`src/rtl/mult_div_unit_pkg.sv`:
```
// Shared encodings for the HI/LO multiply/divide unit: operation codes,
// FSM states and the iteration counter width.
package mult_div_unit_pkg;

    localparam int MDU_WIDTH = 32;
    localparam int MDU_CNT_W = $clog2(MDU_WIDTH);

    typedef enum logic [1:0] {
        OP_MULT  = 2'b00,
        OP_MULTU = 2'b01,
        OP_DIV   = 2'b10,
        OP_DIVU  = 2'b11
    } mdu_op_e;

    typedef enum logic [1:0] {
        S_IDLE = 2'b00,
        S_RUN  = 2'b01,
        S_FIX  = 2'b10
    } mdu_state_e;

    function automatic logic op_is_div(input mdu_op_e op);
        return (op == OP_DIV) || (op == OP_DIVU);
    endfunction

    function automatic logic op_is_signed(input mdu_op_e op);
        return (op == OP_MULT) || (op == OP_DIV);
    endfunction

endpackage

```
`src/rtl/mult_div_unit_if.sv`:
```
// Bundle of the request, move-to and result signals between the datapath
// and the multiply/divide unit.
interface mult_div_unit_if #(
    parameter int WIDTH = 32
);
    logic             Start;
    logic [1:0]       Op;
    logic [WIDTH-1:0] OperandA;
    logic [WIDTH-1:0] OperandB;
    logic             HiWrite;
    logic             LoWrite;
    logic [WIDTH-1:0] WriteData;
    logic             Busy;
    logic             Done;
    logic             DivZero;
    logic [WIDTH-1:0] Hi;
    logic [WIDTH-1:0] Lo;

    modport master (
        output Start, Op, OperandA, OperandB, HiWrite, LoWrite, WriteData,
        input  Busy, Done, DivZero, Hi, Lo
    );

    modport slave (
        input  Start, Op, OperandA, OperandB, HiWrite, LoWrite, WriteData,
        output Busy, Done, DivZero, Hi, Lo
    );
endinterface

```
`src/rtl/mult_div_unit_iter_core.sv`:
```
// One-bit-per-cycle datapath: shift-add multiply or restoring divide on
// unsigned magnitudes. The 2*WIDTH accumulator holds {hi, lo}; for divide
// hi is the partial remainder and lo collects quotient bits.
module mult_div_unit_iter_core #(
    parameter int WIDTH = 32
) (
    input  logic             clk_i,
    input  logic             rst_i,
    input  logic             load_i,
    input  logic             step_i,
    input  logic             is_div_i,
    input  logic [WIDTH-1:0] a_i,
    input  logic [WIDTH-1:0] b_i,
    output logic [WIDTH-1:0] hi_o,
    output logic [WIDTH-1:0] lo_o
);
    logic [2*WIDTH-1:0] acc_q, acc_d;
    logic [WIDTH-1:0]   b_q, b_d;
    logic [WIDTH:0]     mul_sum_s;
    logic [WIDTH:0]     rem_sh_s;
    logic [WIDTH:0]     diff_s;

    // Next accumulator: load magnitudes, or perform one multiply/divide step.
    always_comb begin
        mul_sum_s = {1'b0, acc_q[2*WIDTH-1:WIDTH]} +
                    (acc_q[0] ? {1'b0, b_q} : {(WIDTH+1){1'b0}});
        rem_sh_s  = {acc_q[2*WIDTH-1:WIDTH], acc_q[WIDTH-1]};
        diff_s    = rem_sh_s - {1'b0, b_q};
        acc_d     = acc_q;
        b_d       = b_q;
        if (load_i) begin
            acc_d = {{WIDTH{1'b0}}, a_i};
            b_d   = b_i;
        end else if (step_i) begin
            if (is_div_i) begin
                // A borrow out of the trial subtraction means the divisor did not fit.
                if (diff_s[WIDTH]) begin
                    acc_d = {rem_sh_s[WIDTH-1:0], acc_q[WIDTH-2:0], 1'b0};
                end else begin
                    acc_d = {diff_s[WIDTH-1:0], acc_q[WIDTH-2:0], 1'b1};
                end
            end else begin
                acc_d = {mul_sum_s, acc_q[WIDTH-1:1]};
            end
        end else begin
            acc_d = acc_q;
        end
    end

    // Accumulator and latched second operand registers.
    always_ff @(posedge clk_i) begin
        if (rst_i) begin
            acc_q <= {(2*WIDTH){1'b0}};
            b_q   <= {WIDTH{1'b0}};
        end else begin
            acc_q <= acc_d;
            b_q   <= b_d;
        end
    end

    assign hi_o = acc_q[2*WIDTH-1:WIDTH];
    assign lo_o = acc_q[WIDTH-1:0];
endmodule

```
`src/rtl/mult_div_unit.sv`:
```
// Iterative MIPS HI/LO multiply/divide unit: FSM, sign handling and the
// architectural HI/LO registers around the one-bit-per-cycle core.
module mult_div_unit
    import mult_div_unit_pkg::*;
#(
    parameter int WIDTH = MDU_WIDTH
) (
    input  logic           Clk,
    input  logic           Reset,
    mult_div_unit_if.slave bus
);
    localparam int CNT_W = $clog2(WIDTH);

    mdu_state_e       state_q;
    mdu_op_e          op_q;
    logic [CNT_W-1:0] cnt_q;
    logic             neg_prod_q, neg_rem_q, b_zero_q;
    logic [WIDTH-1:0] a_raw_q;
    logic [WIDTH-1:0] hi_q, lo_q;
    logic             busy_q, done_q, div_zero_q;

    mdu_op_e            op_in_s;
    logic               accept_s, sign_a_s, sign_b_s;
    logic [WIDTH-1:0]   a_mag_s, b_mag_s;
    logic [WIDTH-1:0]   core_hi_s, core_lo_s;
    logic [2*WIDTH-1:0] prod_s, prod_neg_s;
    logic [WIDTH-1:0]   hi_res_s, lo_res_s;

    // Operand magnitudes and sign flags for a request presented in IDLE.
    always_comb begin
        op_in_s  = mdu_op_e'(bus.Op);
        accept_s = (state_q == S_IDLE) && bus.Start;
        sign_a_s = op_is_signed(op_in_s) & bus.OperandA[WIDTH-1];
        sign_b_s = op_is_signed(op_in_s) & bus.OperandB[WIDTH-1];
        a_mag_s  = sign_a_s ? (~bus.OperandA + {{(WIDTH-1){1'b0}}, 1'b1}) : bus.OperandA;
        b_mag_s  = sign_b_s ? (~bus.OperandB + {{(WIDTH-1){1'b0}}, 1'b1}) : bus.OperandB;
    end

    mult_div_unit_iter_core #(.WIDTH(WIDTH)) u_core (
        .clk_i    (Clk),
        .rst_i    (Reset),
        .load_i   (accept_s),
        .step_i   (state_q == S_RUN),
        .is_div_i (op_is_div(op_q)),
        .a_i      (a_mag_s),
        .b_i      (b_mag_s),
        .hi_o     (core_hi_s),
        .lo_o     (core_lo_s)
    );

    // Final HI/LO values: sign correction, or the fixed divide-by-zero pattern.
    always_comb begin
        prod_s     = {core_hi_s, core_lo_s};
        prod_neg_s = ~prod_s + {{(2*WIDTH-1){1'b0}}, 1'b1};
        hi_res_s   = core_hi_s;
        lo_res_s   = core_lo_s;
        if (op_is_div(op_q)) begin
            if (b_zero_q) begin
                hi_res_s = a_raw_q;
                lo_res_s = {WIDTH{1'b1}};
            end else begin
                hi_res_s = neg_rem_q  ? (~core_hi_s + {{(WIDTH-1){1'b0}}, 1'b1}) : core_hi_s;
                lo_res_s = neg_prod_q ? (~core_lo_s + {{(WIDTH-1){1'b0}}, 1'b1}) : core_lo_s;
            end
        end else if (neg_prod_q) begin
            hi_res_s = prod_neg_s[2*WIDTH-1:WIDTH];
            lo_res_s = prod_neg_s[WIDTH-1:0];
        end else begin
            hi_res_s = prod_s[2*WIDTH-1:WIDTH];
            lo_res_s = prod_s[WIDTH-1:0];
        end
    end

    // Control FSM with registered status outputs and the HI/LO registers.
    always_ff @(posedge Clk) begin
        if (Reset) begin
            state_q    <= S_IDLE;
            op_q       <= OP_MULT;
            cnt_q      <= {CNT_W{1'b0}};
            neg_prod_q <= 1'b0;
            neg_rem_q  <= 1'b0;
            b_zero_q   <= 1'b0;
            a_raw_q    <= {WIDTH{1'b0}};
            hi_q       <= {WIDTH{1'b0}};
            lo_q       <= {WIDTH{1'b0}};
            busy_q     <= 1'b0;
            done_q     <= 1'b0;
            div_zero_q <= 1'b0;
        end else begin
            case (state_q)
                S_IDLE: begin
                    done_q <= 1'b0;
                    if (bus.Start) begin
                        op_q       <= op_in_s;
                        neg_prod_q <= sign_a_s ^ sign_b_s;
                        neg_rem_q  <= sign_a_s;
                        b_zero_q   <= (bus.OperandB == {WIDTH{1'b0}});
                        a_raw_q    <= bus.OperandA;
                        div_zero_q <= 1'b0;
                        busy_q     <= 1'b1;
                        cnt_q      <= {CNT_W{1'b0}};
                        state_q    <= S_RUN;
                    end else begin
                        if (bus.HiWrite) begin
                            hi_q <= bus.WriteData;
                        end
                        if (bus.LoWrite) begin
                            lo_q <= bus.WriteData;
                        end
                    end
                end
                S_RUN: begin
                    done_q <= 1'b0;
                    cnt_q  <= cnt_q + CNT_W'(1);
                    if (cnt_q == CNT_W'(WIDTH - 1)) begin
                        state_q <= S_FIX;
                    end
                end
                S_FIX: begin
                    hi_q       <= hi_res_s;
                    lo_q       <= lo_res_s;
                    done_q     <= 1'b1;
                    busy_q     <= 1'b0;
                    div_zero_q <= op_is_div(op_q) & b_zero_q;
                    cnt_q      <= {CNT_W{1'b0}};
                    state_q    <= S_IDLE;
                end
                default: begin
                    state_q <= S_IDLE;
                    busy_q  <= 1'b0;
                    done_q  <= 1'b0;
                end
            endcase
        end
    end

    assign bus.Busy    = busy_q;
    assign bus.Done    = done_q;
    assign bus.DivZero = div_zero_q;
    assign bus.Hi      = hi_q;
    assign bus.Lo      = lo_q;
endmodule

```
`src/flat_wrapper.sv`:
```
// flat-port wrapper written by rule: the top's interface ports become plain ports
module mult_div_unit_flat import mult_div_unit_pkg::*;
#(
    parameter int WIDTH = MDU_WIDTH
)
  (Clk, Reset, bus_Start, bus_Op, bus_OperandA, bus_OperandB, bus_HiWrite, bus_LoWrite, bus_WriteData, bus_Busy, bus_Done, bus_DivZero, bus_Hi, bus_Lo);
  mult_div_unit_if #(.WIDTH(WIDTH)) bus_i ();
  input  logic Clk;
  input  logic Reset;
  input wire logic [$bits(bus_i.Start)-1:0] bus_Start;
  input wire logic [$bits(bus_i.Op)-1:0] bus_Op;
  input wire logic [$bits(bus_i.OperandA)-1:0] bus_OperandA;
  input wire logic [$bits(bus_i.OperandB)-1:0] bus_OperandB;
  input wire logic [$bits(bus_i.HiWrite)-1:0] bus_HiWrite;
  input wire logic [$bits(bus_i.LoWrite)-1:0] bus_LoWrite;
  input wire logic [$bits(bus_i.WriteData)-1:0] bus_WriteData;
  output wire logic [$bits(bus_i.Busy)-1:0] bus_Busy;
  output wire logic [$bits(bus_i.Done)-1:0] bus_Done;
  output wire logic [$bits(bus_i.DivZero)-1:0] bus_DivZero;
  output wire logic [$bits(bus_i.Hi)-1:0] bus_Hi;
  output wire logic [$bits(bus_i.Lo)-1:0] bus_Lo;
  assign bus_i.Start = bus_Start;
  assign bus_i.Op = bus_Op;
  assign bus_i.OperandA = bus_OperandA;
  assign bus_i.OperandB = bus_OperandB;
  assign bus_i.HiWrite = bus_HiWrite;
  assign bus_i.LoWrite = bus_LoWrite;
  assign bus_i.WriteData = bus_WriteData;
  assign bus_Busy = bus_i.Busy;
  assign bus_Done = bus_i.Done;
  assign bus_DivZero = bus_i.DivZero;
  assign bus_Hi = bus_i.Hi;
  assign bus_Lo = bus_i.Lo;
  mult_div_unit #(.WIDTH(WIDTH)) u_core (.Clk(Clk), .Reset(Reset), .bus(bus_i));
endmodule
```
`config.mk`:
```
export PLATFORM = sky130hd
export DESIGN_NAME = mult_div_unit_flat
export DESIGN_NICKNAME = d
export VERILOG_FILES = /design/src/rtl/mult_div_unit_pkg.sv /design/src/rtl/mult_div_unit_if.sv /design/src/rtl/mult_div_unit_iter_core.sv /design/src/rtl/mult_div_unit.sv /design/src/flat_wrapper.sv
export SDC_FILE = /design/constraint.sdc
export NUM_CORES = 1
export LEC_CHECK = 0
export CORE_UTILIZATION = 59
export CTS_CLUSTER_DIAMETER = 40
export DETAILED_ROUTE_END_ITERATION = 7
export MAX_ROUTING_LAYER = met4
export PLACE_DENSITY_LB_ADDON = 0.1
export SLEW_MARGIN = 20
export SYNTH_ARGS = -nofsm -noshare
export SYNTH_HDL_FRONTEND = slang
export SYNTH_SLANG_ARGS = --single-unit
export TNS_END_PERCENT = 50
```
`constraint.sdc`:
```
create_clock -name Clk -period 9.8 [get_ports Clk]
set_clock_uncertainty 0.2 [all_clocks]
set_input_delay 1.96 -clock Clk [delete_from_list [all_inputs] [get_ports Clk]]
set_output_delay 1.96 -clock Clk [all_outputs]
set_load 0.05 [all_outputs]
```
Yosys cells after proc, flatten, opt, wreduce, memory -nomap -nowiden
Cells that the tools add are included.

$add $sub $neg: 8. Equality and inequality tests: 11. Mux-type cells: 31. Bitwise gates (word level): 10. Reduce and logical (&&, ||, !) cells: 17.

Operators by type and width (number): $mux W32 (17); $add A32 B1 Y32 const B (4); $mux W64 (2); $not A32 Y32 (4); $pmux W32 S2 (2); $add A64 B1 Y64 const B (1); $not A64 Y64 (1); $add A32 B32 Y33 (1); $sub A33 B32 Y33 (1); $logic_not A32 Y1 (1); $pmux W5 S3 (1); $reduce_and A2 Y1 (5); $eq A2 B2 Y1 const B (4); $ne A2 B2 Y1 const B (4); $reduce_and A3 Y1 (2); $add A5 B1 Y5 const B (1); $eq A5 B5 Y1 const B (1); $mux W5 (1); $logic_not A2 Y1 (2); $mux W2 (2); $pmux W1 S2 (2); $pmux W2 S2 (1); $reduce_bool A2 Y1 (2); $and A1 B1 Y1 (3); 9 further kinds (12).

Register bits after elaboration: 207. Bits of input ports: 103. Output and inout port bits: 67.

Depth between registers and ports, before layout
Gate-level depths: netlist of the first run.

Word-level depth: 6. Gate-level depth with buffers: 15. Depth with buffers taken out: 12.

By module
From an unflattened synthesis of the first run, not the netlist that was laid out.

Cell total of the unflattened synthesis: 2346. Area, all modules: 17332.9 µm².

Modules (own cells, without submodules): mult_div_unit (times used 1, cells an instance 1259, area an instance 9088.7 µm², sequential area each 2202.1 µm²); mult_div_unit_iter_core (times used 1, cells an instance 1087, area an instance 8244.2 µm², sequential area each 1921.8 µm²).

Worst setup path after synthesis of the first run
OpenSTA, ideal clock, no wires.

Kind: input to register. Start: input port bus_OperandA[2]. End: register u_core.u_core.acc_q[29]. Setup time: 132 ps. Arrival time: 4149 ps. Required time: 9468 ps. Slack: 5319 ps. Stages: 8. Buffers on the path: 0. Path through: or3_1 or4_1 nor3b_1 nand4_1 o41ai_1 xnor2_1 o211ai_1 a21oi_1.

Longest elaborated chain between the ends: 4.

Ends and longest elaborated chain: start, declared (line flat_wrapper.sv:12) `input wire logic [$bits(bus_i.OperandA)-1:0] bus_OperandA;`; $not A32 Y32 (line mult_div_unit.sv:35) `a_mag_s = sign_a_s ? (~bus.OperandA + {{(WIDTH-1){1'b0}}, 1'b1}) : bus.OperandA;`; $add A32 B1 Y32 (line mult_div_unit.sv:35); $mux W32 (line mult_div_unit.sv:35); $mux W32 (line mult_div_unit_iter_core.sv:31) `if (load_i) begin`; end signal, assigned (line mult_div_unit_iter_core.sv:53) `acc_q <= {(2*WIDTH){1'b0}};`; end, declared (line mult_div_unit_iter_core.sv:17) `logic [2*WIDTH-1:0] acc_q, acc_d;`.

Every way passes these cells. A chain may end at the register's enable or synchronous reset.

Final worst setup path of the first run
Ends and elaborated chain as after synthesis.

==> results of run 1 <==
stage by stage:
step	power (µW)	hold WS (ps)	setup WS [ps]	std cells
finish	3239	254.0	4799	2656
CTS	3210	253.9	4858	2656
detailed placement	1969	247.0	4315	2594
global route	3358	272.7	4582	2656
global placement	1954	241.7	4396	2594
floorplan	1662	231.9	5319	2235
power groups by stage:
| stage | combinational [µW] | clock [µW] | sequential [µW] |
|---|---|---|---|
| floorplan | 650 | 0 | 1010 |
| global placement | 947 | 0 | 1010 |
| detailed placement | 958 | 0 | 1010 |
| CTS | 965 | 1250 | 994 |
| global route | 1060 | 1290 | 1000 |
| finish | 989 | 1250 | 1000 |
cells in the final DEF, fill, tap and decap left out, types with 10 or more instances in the layout:
master,n
o221ai_1,10
nand2_1,264
nor2b_1,13
xor2_1,74
nor2_1,277
a311oi_1,31
ha_1,70
clkdlybuf4s50_1,168
nor4_1,14
or2_2,12
a21oi_1,195
o41ai_1,18
o21a_1,11
nand2b_1,22
nand3_1,31
o22ai_1,13
a221oi_1,12
o211ai_1,36
a21o_1,29
clkbuf_16,36
or3_1,26
mux2i_1,49
o21ai_0,140
or4_1,13
inv_1,53
nand4_1,13
dfxtp_1,204
o31ai_1,33
xnor2_1,98
a211oi_1,65
nor3_1,71
mux2_2,11
a31oi_1,18
buf_4,22
and3_1,11
synthesized netlist by cell type (all sizes together) (8+ instances only):
master / count
nor2: 280
nand2: 264
dfxtp: 206
a21oi: 195
o21ai: 144
clkbuf: 141
xnor2: 98
xor2: 75
nor3: 72
ha: 70
a211oi: 66
inv: 53
mux2i: 49
o211ai: 36
o31ai: 34
a311oi: 31
buf: 31
nand3: 31
a21o: 29
or3: 27
nand2b: 22
o41ai: 19
a31oi: 18
nor2b: 15
nor4: 15
or4: 15
nand4: 13
o22ai: 13
a221oi: 12
mux2: 12
or2: 12
and3: 11
o21a: 11
o221ai: 10
a2111oi: 9
a22oi: 8
path summary, 6_finish.rpt:
path / endpoint / slack (ps) / cells after the start
hold reg to reg: u_core.a_raw_q[25] / 250 / 2
setup reg to reg: u_core.u_core.acc_q[39] / 4900 / 13
setup / recovery: u_core.u_core.acc_q[29] / 4800 / 9
hold / removal: u_core.a_raw_q[25] / 250 / 2
sequential cells by signal, indices dropped and copies added (netlist names):
register / cells
u_core.b_zero_q: 1
u_core.bus.Lo: 32
u_core.bus.Done: 1
u_core.u_core.acc_q: 64
u_core.op_q: 1
u_core.cnt_q: 5
u_core.a_raw_q: 32
u_core.state_q: 2
u_core.bus.Busy: 1
u_core.u_core.b_q: 32
u_core.neg_rem_q: 1
u_core.bus.Hi: 32
u_core.bus.DivZero: 1
u_core.neg_prod_q: 1
cell families after synthesis:
| group | after synthesis |
|---|---|
| and+or+nand+nor | 804 |
| AOI/OAI and AO/OA | 694 |
| buffers and inverters | 225 |
| DFF | 206 |
| xor gates and xnor gates | 173 |
| adders and majority gates | 72 |
| muxes | 61 |
cell type report:
type	instances	share of cell area
Timing Repair Buffer	190	0.09695
Tap cell	341	0.02240
Multi-Input combinational cell	1804	0.5903
Clock buffer	43	0.05130
Inverter	53	0.01044
Sequential cell	206	0.2168
Clock inverter	19	0.01182
layer usage:
metal,global-route usage,share of wire
met1,0.5794,0.43
met2,0.6120,0.43
met3,0.07965,0.12
met4,0.1053,0.026
met5,-,0
worst register-to-register path, cell delays in order (launching register included):
cell and delay, ps:
dfxtp_1 500, inv_1 270, ha_1 300, fa_1 430, nor2b_1 240, o31a_1 260, o31ai_1 200, o311a_1 500
o21ai_0 490, xor2_4 160, buf_4 510, mux2i_1 330, a211oi_1 120, a31o_2 270
==> flow_metrics.py, run 1 <==
metrics = {
    "run_status": {
        "status": "complete, no violations",
    },
    "synth": {
        "synth_top_family_by_area": "compound AO/OA/AOI/OAI gates",
        "synth.area.mux_share": 0.03864,
        "ys_ff_latch": 206,
        "syn-num-nets": 2410,
        "ys_async_sr_fraction": 0,
        "synthDominantCellAreaShare": 0.2547,
        "synth.avg_cell_area_um2": 7.245,
        "synth_compound_area_frac": 0.2795,
        "synth-edff-count": 0,
        "ys.flop_type": "dfxtp_1",
        "synth_area_leaders": "dfxtp_1, nor2_1, nand2_1",
        "syn_inst": 2235,
        "synthSimpleGateAreaFrac": 0.2236,
        "synth_cell_types": 77,
        "synth_xor_area_frac": 0.09358,
        "syn_area_um2": 16190,
        "synth_fa_ha_area_frac": 0.05656,
        "synth_largest_area_cell": "dfxtp_1",
        "seq_area_frac_synth": 0.2547,
        "ys_warn_count": 0,
    },
    "cts": {
        "clk_pin_slew_ps": 60,
        "tritoncts": "built",
        "postCtsHoldBufs": 0,
        "cts_buffers": 35,
        "cts_resized": 0,
        "ctsHtreeMaxLevel": 2,
        "root_buffer": "clkbuf_16",
        "cts_sinks": 206,
        "post_cts_buffers": 0,
        "cts_buffer_depth": 3,
        "worstSkewPairLatency_ps": 520,
    },
    "job": {
        "maxCapViolCount": 0,
    },
    "sta": {
        "finalMaxSlewViolations": 0,
        "finalSetupViolCount": 0,
        "fmax_mhz": 200.0,
        "hold_violations": 0,
        "fin_crit_sh": 0.5103,
        "rsz0062_at_grt": "false",
        "worst_pin_slew_ps": 1145,
        "fin_setup_tns_ps": 0,
        "min_period_ps": 5001,
        "maxSlewHeadroom": 0.2264,
    },
    "worst_setup_path": {
        "crit_type": "input pin to flop",
        "start_kind": "input pin",
        "worst_ep_arrival_time_ps": 5160,
        "crit_path_max_fanout": 7,
        "slowest_stage": "nor3b_1",
        "crit_path_start": "bus_OperandA[2]",
        "r2r_start": "u_core.u_core.acc_q[31]",
        "end_kind": "flop",
        "cpPeakStageDelay_ps": 750,
        "crit_buf_inv": 1,
        "crit_family": "simple AND/OR/NAND/NOR gates",
        "crit_chain": "clkdlybuf4s50_1 -> or3_1 -> or4_1 -> nor3b_1 -> nand4_1 -> o41ai_1 -> xnor2_1 -> o211ai_1 -> a21oi_1",
        "required_ps": 9960,
    },
    "power": {
        "clkPwrFrac": 0.386,
        "power.net_switching_uw": 1165,
        "power_density_nw_per_um2": 170.0,
        "swShare": 0.3597,
        "comb_power_share": 0.305,
        "pwr-share-seq": 0.309,
        "internal-power_uw": 2074,
        "irDropWorstVdd_mv": 0.1310,
        "p_leak_uw": 0.007139,
    },
    "global_routing": {
        "grt_start_max_net_pins": 93,
        "grt_pass1_wl_mm": 89.72,
        "grt_antenna_before_repair": 0,
        "overflow": 0,
        "track_usage": 0.4155,
        "first_global_vias": 15793,
    },
    "cells_and_area": {
        "fillers": 2294,
        "nets": 2465,
        "seqCellArea_um2": 4129,
        "multi_input_area_um2": 11240,
        "area_growth_pct": 17.64,
        "drive_above_1_share": 0.05659,
        "design_area_um2": 19050,
        "final_util": 0.7068,
        "antenna_cells": 0,
    },
    "routing": {
        "wirelength_mm": 58.23,
        "via_count": 17662,
        "ant_nets": 0,
        "drtIter0Drc": 2320,
        "drc": 0,
        "wl_per_cell_um": 21.92,
        "dr.pass1.iters": 6,
        "routed_via_density": 6.650,
    },
    "floorplanning": {
        "core_um2": 26950,
        "die_h_um": 167.7,
        "die_area_um2": 28110,
        "initial_utilization": 0.6008,
        "die_w_um": 167.7,
        "io_pins": 170,
        "rows": 60,
    },
    "placement": {
        "detailed_place_hpwl_mm": 42.83,
        "post_dp_cell_area_um2": 17840,
        "gp_congestion": 1.032,
        "port_buffers": 169,
    },
    "worst_hold_path": {
        "worstHoldPathType": "flop to flop",
        "hp-start": "u_core.a_raw_q[25]",
    },
}
(Power assumes the default switching activity.)
==> run 2, diff against run 1 <==
- CORE_UTILIZATION: 59 -> 53
- clock period: 9.8 -> 4.2 ns (I/O delays scaled with it)
==> run 2 against run 1 <==
Wire length grew 5.2%. Final area grew 3.1%. Global-route usage shrank 1.9 points. Total power grew 140%. Sequential cell count is the same. Die area grew 11%. Via count grew 1.5%. Combinational power grew to 2.5 times the previous value. Core utilization shrank 5.0 points.
==> flow_metrics.py, run 2 (synthesized netlist as in run 1, its figures left out) <==
metrics = {
    "global_routing": {
        "grt_antenna_before_repair": 3,
        "overflow": 0,
        "grt_start_max_net_pins": 124,
        "track_usage": 0.3969,
        "grt_pass1_wl_mm": 93.26,
        "first_global_vias": 16085,
    },
    "sta": {
        "fmax_mhz": 257.9,
        "finalSetupViolCount": 0,
        "fin_crit_sh": 0.9232,
        "min_period_ps": 3878,
        "finalMaxSlewViolations": 0,
        "maxSlewHeadroom": 0.3058,
        "rsz0062_at_grt": "false",
        "fin_setup_tns_ps": 0,
        "worst_pin_slew_ps": 1040,
        "hold_violations": 0,
    },
    "cells_and_area": {
        "largest_reg_flops": 64,
        "multi_input_area_um2": 11240,
        "nets": 2533,
        "mostFrequentLayoutCell": "nor2_1",
        "fillers": 2672,
        "mostFrequentLayoutCells": "nor2_1, nand2_1, dfxtp_1, a21oi_1, clkdlybuf4s50_1",
        "area_growth_pct": 21.27,
        "seqCellArea_um2": 4129,
        "design_area_um2": 19640,
        "top_register": "u_core.u_core.acc_q",
        "drive_above_1_share": 0.08263,
    },
    "job": {
        "maxCapViolCount": 0,
    },
    "routing": {
        "dr.pass1.iters": 6,
        "wl_per_cell_um": 22.06,
        "routed_via_density": 6.456,
        "drc": 0,
        "wirelength_mm": 61.26,
        "via_count": 17927,
        "drtIter0Drc": 2339,
        "ant_nets": 0,
    },
    "cts": {
        "post_cts_buffers": 0,
        "tritoncts": "built",
        "root_buffer": "clkbuf_16",
        "worstSkewPairLatency_ps": 530,
        "cts_resized": 0,
        "cts_sinks": 206,
        "cts_buffers": 35,
        "cts_buffer_depth": 3,
        "ctsHtreeMaxLevel": 2,
        "clk_pin_slew_ps": 60,
        "postCtsHoldBufs": 0,
    },
    "worst_setup_path": {
        "start_kind": "flop",
        "crit_type": "flop to flop",
        "reg2reg_slack_ps": 320,
        "cpPeakStageDelay_ps": 460,
        "required_ps": 4400,
        "crit_path_max_fanout": 27,
        "end_kind": "flop",
        "slowest_stage": "o311a_1",
        "crit_chain": "inv_1 -> ha_1 -> fa_1 -> nor2b_1 -> o31a_1 -> o31ai_1 -> o311a_1 -> o21ai_0 -> buf_4 -> xor2_4 -> buf_12 -> mux2_2 -> a21oi_1 -> nor2_1",
        "worst_ep_arrival_time_ps": 4080,
    },
    "floorplanning": {
        "core_um2": 29870,
        "io_pins": 170,
        "initial_utilization": 0.5420,
        "die_w_um": 176.8,
        "rows": 63,
        "die_area_um2": 31250,
        "die_h_um": 176.8,
    },
    "placement": {
        "detailed_place_hpwl_mm": 46.57,
        "port_buffers": 169,
        "post_dp_cell_area_um2": 18460,
        "gp_congestion": 1.073,
    },
    "power": {
        "power_density_nw_per_um2": 389.9,
        "p_leak_uw": 0.007492,
        "irDropWorstVdd_mv": 0.2956,
        "total_power_uw": 7656,
    },
    "worst_hold_path": {
        "worstHoldPathType": "flop to flop",
    },
    "run_status": {
        "status": "complete, no violations",
    },
}
## run 2: cell types whose count changed in the layout (fill, tap and decap cells not counted), moves of 3 or more
| cell | before | now |
|---|---|---|
| buf_4 | 22 | 86 |
| clkinv_4 | 0 | 5 |
| clkinvlp_4 | 5 | 1 |
| buf_12 | 0 | 3 |
| clkbuf_8 | 5 | 2 |
| diode_2 | 0 | 3 |
| inv_6 | 5 | 8 |
## run 2: metrics by stage
| step | util | instances | worst slack (ps) | hold slack, ps |
|---|---|---|---|---|
| after global placement | 0.6178 | 2711 | 321.7 | 242.5 |
| after global routing | 0.6572 | 2777 | 108.9 | 270.0 |
| after detailed placement | 0.6178 | 2711 | 230.9 | 248.2 |
| after CTS | 0.6570 | 2774 | 362.8 | 256.4 |
| after floorplan | - | 2235 | 575.8 | 231.9 |
| final | 0.6572 | 2777 | 322.5 | 255.9 |
## run 2: area by class of cell
type | instances | area share
repair buffers | 258 | 0.1222
clock inverters | 20 | 0.01032
flip-flops and latches | 206 | 0.2103
inverters | 53 | 0.01013
diodes | 3 | 0.0003823
well taps | 390 | 0.02485
clock buffers | 43 | 0.04932
multi-input cells | 1804 | 0.5725
## run 2: per-layer routing
| layer | vias to the layer above | GRT usage | share of wire |
|---|---|---|---|
| met1 | 8418 | 0.5510 | 0.44 |
| met2 | 1024 | 0.5658 | 0.42 |
| met3 | 132 | 0.08634 | 0.11 |
| met4 | 0 | 0.1286 | 0.030 |
| met5 | - | - | 0 |
| li1 | 8353 | - | - |
## run 2: worst paths after layout
| path | start | depth (start not counted) | end |
|---|---|---|---|
| worst max register to register | u_core.u_core.acc_q[31] | 14 | u_core.u_core.acc_q[43] |
| worst min-delay path | u_core.u_core.b_q[31] | 2 | u_core.u_core.b_q[31] |
| worst min register to register | u_core.u_core.b_q[31] | 2 | u_core.u_core.b_q[31] |
| worst max-delay path | u_core.u_core.acc_q[31] | 14 | u_core.u_core.acc_q[43] |
## run 2: critical path, delay by kind of cell (launching register included)
family	cells	cell delay (ps)
AO/OA/AOI/OAI	5	1200
adder cells (fa/ha/maj)	2	700
buffers and inverters	3	480
multiplexers	1	350
flip-flops	1	320
AND/OR/NAND/NOR	2	250
XOR/XNOR	1	210
## run 2: report_power, final
group	switching, µW	internal [µW]	leakage [µW]
Clock	1080	1790	0.000577
Combinational	1530	971	0.00522
Sequential	184	2100	0.00169
